[config.mk]
export PLATFORM = sky130hd
export DESIGN_NAME = scan_sequencer_flat
export DESIGN_NICKNAME = d
export VERILOG_FILES = /design/src/rtl/scan_sequencer_if.sv /design/src/rtl/scan_sequencer.sv /design/src/flat_wrapper.sv
export SDC_FILE = /design/constraint.sdc
export NUM_CORES = 1
export LEC_CHECK = 0
export CAP_MARGIN = 0
export CORE_MARGIN = 3
export CORE_UTILIZATION = 62
export DETAILED_ROUTE_END_ITERATION = 16
export DONT_BUFFER_PORTS = 1
export PLACE_DENSITY = 0.8
export SYNTH_ARGS = -nofsm -noshare
export SYNTH_HDL_FRONTEND = slang
export SYNTH_SLANG_ARGS = --single-unit
export TNS_END_PERCENT = 20
[constraint.sdc]
create_clock -name clk -period 2.6 [get_ports clk]
set_input_delay 0.52 -clock clk [delete_from_list [all_inputs] [get_ports clk]]
set_output_delay 0.52 -clock clk [all_outputs]
set_load 0.01 [all_outputs]
[src/rtl/scan_sequencer_if.sv]
// Handshake bundle between a scan controller and the scan_sequencer.
//   run/dir/step : controller -> sequencer (scan requests)
//   A/B/C        : decoder select bits, LSB first
//   G1/G2A/G2B   : decoder enables, identical, high = enabled
//   busy         : slot (SHOW or BLANK) in progress
//   wrap         : one-cycle pulse when the slot index wraps
interface scan_sequencer_if;
  logic run;
  logic dir;
  logic step;
  logic A;
  logic B;
  logic C;
  logic G1;
  logic G2A;
  logic G2B;
  logic busy;
  logic wrap;

  modport master (
    output run, dir, step,
    input  A, B, C, G1, G2A, G2B, busy, wrap
  );

  modport slave (
    input  run, dir, step,
    output A, B, C, G1, G2A, G2B, busy, wrap
  );
endinterface

[src/rtl/scan_sequencer.sv]
// Slot sequencer for a 3-to-8 decoder stage. Steps a 3-bit select index through 0..LAST and
// opens the decoder enables for DIV cycles per slot, followed by a BLANK-cycle gap.
// Ports:
//   clk   : system clock, rising edge
//   rst_n : asynchronous active-low reset
//   bus   : scan_sequencer_if.slave (run/dir/step in; A/B/C, G1/G2A/G2B, busy, wrap out)
module scan_sequencer #(
  parameter int unsigned DIV   = 4,
  parameter int unsigned BLANK = 1,
  parameter int unsigned LAST  = 7
) (
  input logic             clk,
  input logic             rst_n,
  scan_sequencer_if.slave bus
);

  typedef enum logic [1:0] {StIdle, StShow, StBlank} state_e;

  localparam logic [2:0]  LastIdx  = 3'(LAST);
  localparam logic [15:0] ShowEnd  = 16'(DIV - 1);
  localparam logic [15:0] BlankEnd = 16'(BLANK - 1);

  state_e      state_q;
  logic [2:0]  index_q;
  logic [15:0] cnt_q;
  logic        en_q;
  logic        busy_q;
  logic        wrap_q;

  logic [2:0]  index_adv;
  logic        index_wraps;

  // Next index for the SHOW -> BLANK edge, using dir as sampled at that edge.
  always_comb begin
    index_adv   = index_q;
    index_wraps = 1'b0;
    if (!bus.dir) begin
      if (index_q == LastIdx) begin
        index_adv   = 3'd0;
        index_wraps = 1'b1;
      end else begin
        index_adv = index_q + 3'd1;
      end
    end else begin
      if (index_q == 3'd0) begin
        index_adv   = LastIdx;
        index_wraps = 1'b1;
      end else begin
        index_adv = index_q - 3'd1;
      end
    end
  end

  always_ff @(posedge clk or negedge rst_n) begin
    if (!rst_n) begin
      state_q <= StIdle;
      index_q <= 3'd0;
      cnt_q   <= 16'd0;
      en_q    <= 1'b0;
      busy_q  <= 1'b0;
      wrap_q  <= 1'b0;
    end else begin
      wrap_q <= 1'b0;
      unique case (state_q)
        StIdle: begin
          // run and step both start a slot; run alone decides whether scanning continues.
          if (bus.run || bus.step) begin
            state_q <= StShow;
            cnt_q   <= 16'd0;
            en_q    <= 1'b1;
            busy_q  <= 1'b1;
          end
        end
        StShow: begin
          if (cnt_q == ShowEnd) begin
            // Index moves only while the decoder is being disabled.
            state_q <= StBlank;
            cnt_q   <= 16'd0;
            en_q    <= 1'b0;
            index_q <= index_adv;
            wrap_q  <= index_wraps;
          end else begin
            cnt_q <= cnt_q + 16'd1;
          end
        end
        StBlank: begin
          if (cnt_q == BlankEnd) begin
            cnt_q <= 16'd0;
            if (bus.run) begin
              state_q <= StShow;
              en_q    <= 1'b1;
            end else begin
              state_q <= StIdle;
              busy_q  <= 1'b0;
            end
          end else begin
            cnt_q <= cnt_q + 16'd1;
          end
        end
        default: begin
          state_q <= StIdle;
          en_q    <= 1'b0;
          busy_q  <= 1'b0;
        end
      endcase
    end
  end

  assign bus.A    = index_q[0];
  assign bus.B    = index_q[1];
  assign bus.C    = index_q[2];
  assign bus.G1   = en_q;
  assign bus.G2A  = en_q;
  assign bus.G2B  = en_q;
  assign bus.busy = busy_q;
  assign bus.wrap = wrap_q;

endmodule

[src/flat_wrapper.sv]
// flat-port wrapper written by rule: the top's interface ports become plain ports
module scan_sequencer_flat 
#(
  parameter int unsigned DIV   = 4,
  parameter int unsigned BLANK = 1,
  parameter int unsigned LAST  = 7
)
  (clk, rst_n, bus_run, bus_dir, bus_step, bus_A, bus_B, bus_C, bus_G1, bus_G2A, bus_G2B, bus_busy, bus_wrap);
  scan_sequencer_if bus_i ();
  input logic clk;
  input logic rst_n;
  input wire logic [$bits(bus_i.run)-1:0] bus_run;
  input wire logic [$bits(bus_i.dir)-1:0] bus_dir;
  input wire logic [$bits(bus_i.step)-1:0] bus_step;
  output wire logic [$bits(bus_i.A)-1:0] bus_A;
  output wire logic [$bits(bus_i.B)-1:0] bus_B;
  output wire logic [$bits(bus_i.C)-1:0] bus_C;
  output wire logic [$bits(bus_i.G1)-1:0] bus_G1;
  output wire logic [$bits(bus_i.G2A)-1:0] bus_G2A;
  output wire logic [$bits(bus_i.G2B)-1:0] bus_G2B;
  output wire logic [$bits(bus_i.busy)-1:0] bus_busy;
  output wire logic [$bits(bus_i.wrap)-1:0] bus_wrap;
  assign bus_i.run = bus_run;
  assign bus_i.dir = bus_dir;
  assign bus_i.step = bus_step;
  assign bus_A = bus_i.A;
  assign bus_B = bus_i.B;
  assign bus_C = bus_i.C;
  assign bus_G1 = bus_i.G1;
  assign bus_G2A = bus_i.G2A;
  assign bus_G2B = bus_i.G2B;
  assign bus_busy = bus_i.busy;
  assign bus_wrap = bus_i.wrap;
  scan_sequencer #(.DIV(DIV), .BLANK(BLANK), .LAST(LAST)) u_core (.clk(clk), .rst_n(rst_n), .bus(bus_i));
endmodule
After elaboration in Yosys (flattened, before gate mapping):

Index checks and enable logic that the tools add are counted.

* register bits: 24
* latch bits: 0
* memory bits (writable): 0
* bits in read-only memories: 0
* input port bits: 5
* output and inout port bits: 8
* logic and storage cells: 54
* memories: 0

* add/subtract/negate cells: 3
* multiply operators: 0
* divide/modulo/power cells: 0
* order comparisons: 0
* eq/ne operators: 9
* shifts and indexed selects: 0
* multiplexer cells: 25
* bitwise logic cells: 1
* reduce and logical (&&, ||, !) cells: 10

Operators by type and width (number)
* 2-to-1 mux 16 bit: 3
* one-hot mux 16 bit (3 select lines): 1
* adder 16 x 1 -> 16 bit, second input constant: 1
* == test 16 x 2 -> 1 bit, second input constant: 1
* zero test 16 bit: 1
* 2-to-1 mux 1 bit: 12
* 2-to-1 mux 3 bit: 3
* AND reduction 4 bit: 2
* 2-to-1 mux 2 bit: 3
* inequality test 2 x 1 -> 1 bit, second input constant: 3
* one-hot mux 1 bit (3 select lines): 2
* one-hot mux 2 bit (3 select lines): 1
* inequality test 2 bit, second input constant: 2
* AND reduction 2 bit: 2
* adder 3 x 1 -> 3 bit, second input constant: 1
* == test 3 bit, second input constant: 1
* zero test 3 bit: 1
* AND reduction 3 bit: 1
* nonzero test 3 bit: 1
* subtractor 3 x 1 -> 3 bit, second input constant: 1
* == test 2 x 1 -> 1 bit, second input constant: 1
* == test 2 bit, second input constant: 1
* zero test 2 bit: 1
* logical OR 1 bit: 1
* NOT 1 bit: 1

Logic depth before layout (Yosys ltp):

Gate-level depths: netlist of run 1.

* depth after elaboration: 5
* mapped depth: 8
* gate-level depth less buffers: 7

Worst setup path after synthesis of run 1:

No wires, ideal clock.

* path type: register to register
* from: register u_core.state_q[0]
* to: register u_core.cnt_q[8]
* library setup time: 76 ps
* arrival: 1809 ps
* required time: 2524 ps
* setup slack: 715 ps
* stages on the path, launching flop included: 8
* period minus slack after synthesis: 1885 ps
* cell sequence: dfrtp_1 -> inv_1 -> ha_1 -> nor3b_1 -> or2_2 -> clkbuf_2 -> or4_1 -> o21ai_1

* word-level cells in the longest chain between the ends: 3
* elaborated cells on any way between the ends: 7
* classes of those cells: 3 x eq/ne; 1 x mux; 3 x reduce/logical

RTL lines
* start: declaration: line scan_sequencer.sv:23 `state_e state_q;`
* start signal: assignment: line scan_sequencer.sv:56 `state_q <= StIdle;`
* start signal: assignment: line scan_sequencer.sv:68 `state_q <= StShow;`
* start signal: assignment: line scan_sequencer.sv:77 `state_q <= StBlank;`
* == test 2 x 1 -> 1 bit (tied with other cells): line scan_sequencer.sv:64 `unique case (state_q)`
* nonzero test 3 bit (no line) / inequality test 2 x 1 -> 1 bit (equally long branches)
* AND reduction 2 bit (no line)
* end signal: assignment: line scan_sequencer.sv:83 `cnt_q <= cnt_q + 16'd1;`
* end signal: assignment: line scan_sequencer.sv:97 `cnt_q <= cnt_q + 16'd1;`
* end: declaration: line scan_sequencer.sv:25 `logic [15:0] cnt_q;`

Parallel ways exist; a longest one is shown, timed or not.
A chain may end at the register's enable or synchronous reset.

Worst setup path in the final report of run 1:

* from: register u_core.cnt_q[0]
* to: register u_core.cnt_q[6]

* word-level cells in the longest chain between the ends: 3
* elaborated cells on any way between the ends: 6
* classes of those cells: 1 x add/sub; 1 x eq/ne; 3 x mux; 1 x reduce/logical

RTL lines (line)
* adder 16 x 1 -> 16 bit (tied with other cells): scan_sequencer.sv:83, scan_sequencer.sv:97
* 2-to-1 mux 16 bit, on equally long branches: scan_sequencer.sv:87, scan_sequencer.sv:75
* one-hot mux 16 bit (3 select lines) (*): scan_sequencer.sv:64

Every way passes the cells marked *; elsewhere a longest branch is shown, timed or not.

==> impl_results.md, run 1 <==
- # resized after CTS: 0
- Post-Syn Instances: 160
- Die height: 55.9 microns
- DRT antenna net count: 0
- Cell Count, Final, Fillers Out: 188
- Clk_skew: 4.24 ps
- Total gr overflow: 0
- GPL Wtd Cong: 0.838
- Fillers: 150
- Vias after detailed routing: 1,189
- Min-delay worst type: in -> reg
- Combinational power share: 2.5%
- Mux contribution to synthesized area: 2.03%
- Post-synthesis sequential area ratio: 38.9%
- Count of max-cap constraint violations: 0
- Final Util: 69.7%
- CTS buffer count: 3
- Worst-path cell chain: ha_1 > nor3b_1 > nand4_2 > a32oi_1 > o21ai_1 > a32o_1
- Final setup fails: 0
- Max-slew violation count: 0
- Fmax: 465 MHz
- Post-synthesis xor/xnor area fraction: 3.97%
- RSZ-0062 raised after global routing: false
- Final hold viol count: 0
- Status: finished, final reports clean
- H-tree depth: 1
- Clk_lat worst skew: 300 ps
- Reg power frac: 68.2%
- Post-route clock period utilization: 82.7%
- # hold bufs at CTS: 1
- Post-CTS Setup Bufs: 0
- Port-buffer cells: 0
- Sw frac: 21.0%
- DRT iter0 DRCs: 79
- Placed Cells: 183
- Largest family of logic cells by synthesized area: simple AND/OR/NAND/NOR gates
- Die Wd: 55.9 microns
- Top cell family by delay on the critical path: compound AO/OA/AOI/OAI gates
- Ys async rst share: 100%
- Post-synth top area share: 38.9%
- Routed wire length: 2960 microns
- Worst endpoint required time: 2810 ps
- Setup TNS: 0 ps
- Simple-Gate Fraction of Synth Area: 26.7%
- Max-slew headroom: 62.1%
- Crit path kind: reg -> reg
- Inserted Diodes: 0
- Via-per-instance ratio: 6.32
- CP startpoint kind: flop
- Fraction of the mapped netlist area in adder cells: 8.91%
- Clock sinks: 24
- Post-synth net total: 176
- Pint: 433 uW
- EDFF count, synth: 0
- First-pass GRT wire length: 5170 microns
- #FFs+latches synth: 24
- Initial core utilization: 67.2%
- Compound-gate portion of the synthesized area: 14.8%
- Least-Margin Pin Slew: 568 ps
- Buffers & Inverters on Critical Path: 0
- Net switching power: 115 uW
- Nets: 178
- Worst stage delay on the critical path: 470 ps
- Clock Pin Slew Worst Setup and Hold Paths: 130 ps
- Top_reg_cell synth: dfrtp_1
- Commonest non-fill, non-tap cell in the layout: dfrtp_1
- Most frequent cells in the layout: dfrtp_1, nand2_1, nor2_1, ha_1
- Core Box Area: 2300 sq um
- Synth Area per Inst: 9.65 sq um
- Pleak: 0.734 nW
- Die footprint: 3120 sq um
- Pwr Density: 342 nW/um^2
- Pre-Repair DR Iteration Count: 5
- Minimum clock period after layout: 2150 ps
- Initial antenna violation count: 0
- Slowest CP cell: dfrtp_1
- Residual DRC: 0
- CTS tree: done
- Mapped Area: 1540 sq um
- Max Buffers Root-to-Sink: 2
- Placement Rows: 17
- Post-DP HPWL: 2150 microns
- Layout cell share with drive strength beyond 1: 8.75%
- Largest net degree at the start of global routing: 25
- WHS: 289 ps
- Area grow syn2layout: 3.65%
- Crit path max fanout: 7
- Top post-synthesis cells by area: dfrtp_1, ha_1, nor4_4, xor2_1, nand2_1
- Type of destination of the critical path: flop
- Number of global-route vias before repair: 1,179
- Clock share of power: 29.3%
- GRT Util Overall: 20.6%
- Arrival @ worst endpoint: 2360 ps
- Synth area leader: dfrtp_1
- Clock root buffer: clkbuf_4
- DR WL/cell: 15.7 microns
- Peak supply drop: 0.000208 V
- Yosys Warn Count: 0
- I/O pin count: 13
- Yosys cell types: 45
-- stage by stage --
step / area, sq um / setup slack, ps / total power [mW]
CTS: 1590 / 485 / 0.553
floorplan: 1540 / 715 / 0.382
global placement: 1550 / 640 / 0.382
detailed placement: 1550 / 521 / 0.382
global route: 1600 / 329 / 0.574
finish: 1600 / 450 / 0.547
-- routing by layer --
metal  GRT usage [%]  wire length [microns]  part of all wire, %
met1            27.2                   1360                   46
met5               0                      0                    0
met4            9.83                     25                 0.84
met3            3.25                    165                  5.6
met2            33.1                   1410                   47
-- cell usage after synthesis, types with 3 or more instances --
| library cell | instances |
|---|---|
| nand2b_1 | 4 |
| nand4_1 | 6 |
| xor2_1 | 6 |
| dfrtp_1 | 24 |
| nor3_1 | 3 |
| nor2_1 | 11 |
| a21oi_1 | 7 |
| nand3_1 | 9 |
| ha_1 | 11 |
| nor3b_1 | 3 |
| inv_1 | 9 |
| nor4_4 | 3 |
| nand2_1 | 13 |
| o21ai_0 | 7 |
-- worst register-to-register path: cells and delay by family (launching register included) --
kind | cells | cell delay (ps)
flip-flops | 1 | 470
AND/OR/NAND/NOR | 2 | 530
AO/OA/AOI/OAI | 3 | 820
adder cells (fa/ha/maj) | 1 | 240
-- area by class of cell --
| type | instances | area (sq um) | share of cell area (%) |
|---|---|---|---|
| well taps | 28 | 35.0 | 2.19 |
| flip-flops and latches | 24 | 601 | 37.5 |
| clock buffers | 3 | 22.5 | 1.41 |
| repair buffers | 3 | 37.5 | 2.35 |
| inverters | 9 | 33.8 | 2.11 |
| multi-input cells | 121 | 871 | 54.4 |
-- kinds of logic (layout without fill, tap and decap cells) --
| logic type | after synthesis | count (layout) |
|---|---|---|
| xor gates and xnor gates | 7 | 7 |
| muxes | 3 | 3 |
| buffers and inverters | 15 | 15 |
| and+or+nand+nor | 66 | 66 |
| AOI/OAI and AO/OA | 34 | 34 |
| adders and majority gates | 11 | 11 |
| DFF | 24 | 24 |
-- power groups by stage --
| stage | registers, mW | logic [mW] | clock network (mW) |
|---|---|---|---|
| after floorplan | 0.380 | 0.00167 | 0 |
| after global placement | 0.380 | 0.00178 | 0 |
| after detailed placement | 0.380 | 0.00183 | 0 |
| after CTS | 0.373 | 0.0129 | 0.167 |
| after global routing | 0.373 | 0.0154 | 0.185 |
| final | 0.373 | 0.0136 | 0.160 |
-- final timing paths --
path                            slack (ps)             from                 to  depth (start not counted)
min in group asynchronous              630            rst_n    u_core.cnt_q[8]                          2
worst min-delay path                   290          bus_dir  u_core.index_q[2]                          1
worst max register to register         450  u_core.cnt_q[0]    u_core.cnt_q[6]                          6
max in group asynchronous             1830            rst_n   u_core.cnt_q[10]                          2
worst min register to register         580  u_core.bus.busy    u_core.bus.busy                          1
worst max-delay path                   450  u_core.cnt_q[0]    u_core.cnt_q[6]                          6
-- sequential cells by signal (all words and copies together), names as in the netlist --
signal	count
u_core.cnt_q	16
u_core.bus.G1	1
u_core.state_q	2
u_core.bus.busy	1
u_core.index_q	3
u_core.bus.wrap	1
No activity file was read; power rests on OpenSTA's default activity.
==> inputs of run 2 (changes only) <==
==> constraint.sdc (replaced) <==
create_clock -name clk -period 2 [get_ports clk]
set_input_delay 0.4 -clock clk [delete_from_list [all_inputs] [get_ports clk]]
set_output_delay 0.4 -clock clk [all_outputs]
set_load 0.01 [all_outputs]
==> run 2 against run 1 <==
Against the previous run: worst hold slack worse by 150 ps; non-clock buffer count grew 12; sequential power increased by 30%; utilization is 5.4 points higher; via count grew 9.7%; cell area grew 7.8%; combinational power barely moved; wire length up 19%; largest cell class unchanged; highest routed layer unchanged.
==> impl_results.md, run 2 (synthesized netlist as in run 1, its figures left out) <==
- Minimum clock period after layout: 1990 ps (was 2150 ps)
- DP Area: 1650 sq um (was 1550 sq um)
- Max Buffers Root-to-Sink: 2 (unchanged)
- Total gr overflow: 0 (unchanged)
- Layout cell share with drive strength beyond 1: 19.1% (was 8.75%)
- Post-CTS Setup Bufs: 0 (unchanged)
- Initial core utilization: 67.2% (unchanged)
- Clock share of power: 35.0% (was 29.3%)
- Type of destination of the critical path: flop (unchanged)
- Worst stage delay on the critical path: 450 ps (was 470 ps)
- Reg power frac: 63.2% (was 68.2%)
- First-pass GRT wire length: 5690 microns (was 5170 microns)
- Pint: 600 uW (was 433 uW)
- Nets: 190 (was 178)
- Post-DP HPWL: 2470 microns (was 2150 microns)
- Clock Pin Slew Worst Setup and Hold Paths: 140 ps (was 130 ps)
- Peak supply drop: 0.000358 V (was 0.000208 V)
- Clk_skew: 2.19 ps (was 4.24 ps)
- CP startpoint kind: flop (unchanged)
- Core Box Area: 2300 sq um (unchanged)
- Vias after detailed routing: 1,304 (was 1,189)
- Sw frac: 21.8% (was 21.0%)
- Pleak: 0.801 nW (was 0.734 nW)
- Final hold viol count: 0 (unchanged)
- M1 GR Usage: 29.2% (was 27.2%)
- Count of max-cap constraint violations: 0 (unchanged)
- Net switching power: 168 uW (was 115 uW)
- Final setup fails: 0 (unchanged)
- DRT antenna net count: 0 (unchanged)
- Worst-path cell chain: inv_1 > ha_1 > nor3b_4 > nand4_2 > a21o_1 > a211oi_2 > mux2_1 (was ha_1 > nor3b_1 > nand4_2 > a32oi_1 > o21ai_1 > a32o_1)
- Slowest CP cell: dfrtp_1 (unchanged)
- Fmax: 503 MHz (was 465 MHz)
- Crit path max fanout: 5 (was 7)
- GRT Util Overall: 23.0% (was 20.6%)
- Arrival @ worst endpoint: 2210 ps (was 2360 ps)
- Biggest register: u_core.cnt_q (unchanged)
- Status: finished, final reports clean (unchanged)
- GRT busiest layer: met2 (unchanged)
- CTS buffer count: 3 (unchanged)
- Area grow syn2layout: 11.8% (was 3.65%)
- GR Util met2: 38.5% (was 33.1%)
- Clock root buffer: clkbuf_4 (unchanged)
- I/O pin count: 13 (unchanged)
- Routed wire length: 3530 microns (was 2960 microns)
- Placement Rows: 17 (unchanged)
- CTS tree: done (unchanged)
- Met3 Use GR: 4.87% (was 3.25%)
- Worst endpoint required time: 2220 ps (was 2810 ps)
- Clock sinks: 24 (unchanged)
- DRT iter0 DRCs: 61 (was 79)
- RSZ-0062 raised after global routing: true (was false)
- Pwr Density: 445 nW/um^2 (was 342 nW/um^2)
- Initial antenna violation count: 0 (unchanged)
- Die height: 55.9 microns (unchanged)
- Max-slew violation count: 0 (unchanged)
- H-tree depth: 1 (unchanged)
- Inserted Diodes: 0 (unchanged)
- Post-route clock period utilization: 99.4% (was 82.7%)
- Crit path kind: reg -> reg (unchanged)
- Residual DRC: 0 (unchanged)
- Port-buffer cells: 0 (unchanged)
- Max-slew headroom: 25.0% (was 62.1%)
- Fin area: 1730 sq um (was 1600 sq um)
- GPL Wtd Cong: 0.879 (was 0.838)
- Die footprint: 3120 sq um (unchanged)
- Via-per-instance ratio: 6.49 (was 6.32)
- Number of flip-flops under the largest register name: 16 (unchanged)
- Die Wd: 55.9 microns (unchanged)
- Commonest non-fill, non-tap cell in the layout: dfrtp_1 (unchanged)
- Min-delay worst type: in -> reg (unchanged)
- Number of global-route vias before repair: 1,280 (was 1,179)
- Clk_lat worst skew: 330 ps (was 300 ps)
- WHS: 141 ps (was 289 ps)
- Most frequent cells in the layout: dfrtp_1, buf_4, nand2_1, ha_1, nor2_1 (was dfrtp_1, nand2_1, nor2_1, ha_1)
- Area occupied by multi-input gates: 905 sq um (was 871 sq um)
- Register area: 601 sq um (unchanged)
- Combinational power share: 1.8% (was 2.5%)
- Final Util: 75.1% (was 69.7%)
- Least-Margin Pin Slew: 1120 ps (was 568 ps)
- DR WL/cell: 17.5 microns (was 15.7 microns)
- Fillers: 148 (was 150)
- Largest net degree at the start of global routing: 25 (unchanged)
- Pre-Repair DR Iteration Count: 6 (was 5)
- Largest registers: u_core.cnt_q (16), u_core.index_q (3), u_core.state_q (2) (unchanged)
[run 2: changes by cell type in the layout (fill, tap and decap cells not counted), sizes merged]
cell | before | now
buf | 2 | 14
clkbuf | 3 | 4
[run 2: power groups by stage]
stage          registers, mW  clock network [mW]  logic [mW]
6_report               0.485               0.269      0.0134
5_1_grt                0.486               0.290      0.0153
4_1_cts                0.485               0.272      0.0138
3_5_place_dp           0.495                   0     0.00262
3_3_place_gp           0.495                   0     0.00234
2_1_floorplan          0.495                   0     0.00218
[run 2: path summary, 6_finish.rpt]
check                      slack (ps)             start  depth (start not counted)                 to
setup / recovery                   10   u_core.cnt_q[1]                          7    u_core.bus.busy
hold / removal                    140           bus_dir                          1  u_core.index_q[2]
setup reg to reg                   10   u_core.cnt_q[1]                          7    u_core.bus.busy
hold reg to reg                   590  u_core.cnt_q[14]                          1   u_core.cnt_q[14]
max in group asynchronous         610             rst_n                          1    u_core.cnt_q[0]
min in group asynchronous         710             rst_n                          1  u_core.index_q[2]
[run 2: layout make-up]
type	count	area share [%]
flip-flops and latches	24	34.8
well taps	28	2.03
multi-input cells	121	52.4
repair buffers	15	6.67
inverters	9	1.96
clock buffers	4	2.10
[run 2: critical path: cells and delay by family, from the launching register on]
kind / cells / cell delay (ps)
and+or+nand+nor: 2 / 410
buffers and inverters: 1 / 100
DFF: 1 / 450
muxes: 1 / 340
AOI/OAI and AO/OA: 2 / 430
adders and majority gates: 1 / 160
[run 2: per-stage QoR]
step	total power, mW	worst slack [ps]	instances	TNS, ps
final	0.767	13.0	201	0
after global placement	0.497	77.7	196	0
after CTS	0.771	30.8	201	0
after floorplan	0.497	115	160	0
after global routing	0.791	-93.4	201	-198
after detailed placement	0.497	-12.7	196	-18.2
[run 2: repair_timing]
item                                   CTS  global route
gates resized for setup                  3             5
setup endpoints to repair                5             9
pin swaps                                0             3
endpoints found under the hold margin   24             0
hold buffers                             1             0
[run 2: routing by layer]
| metal | part of all wire [%] | up-vias |
|---|---|---|
| met5 | 0 | - |
| met4 | 2.9 | 0 |
| met2 | 50 | 39 |
| met1 | 43 | 643 |
| met3 | 4.3 | 14 |
| li1 | - | 608 |
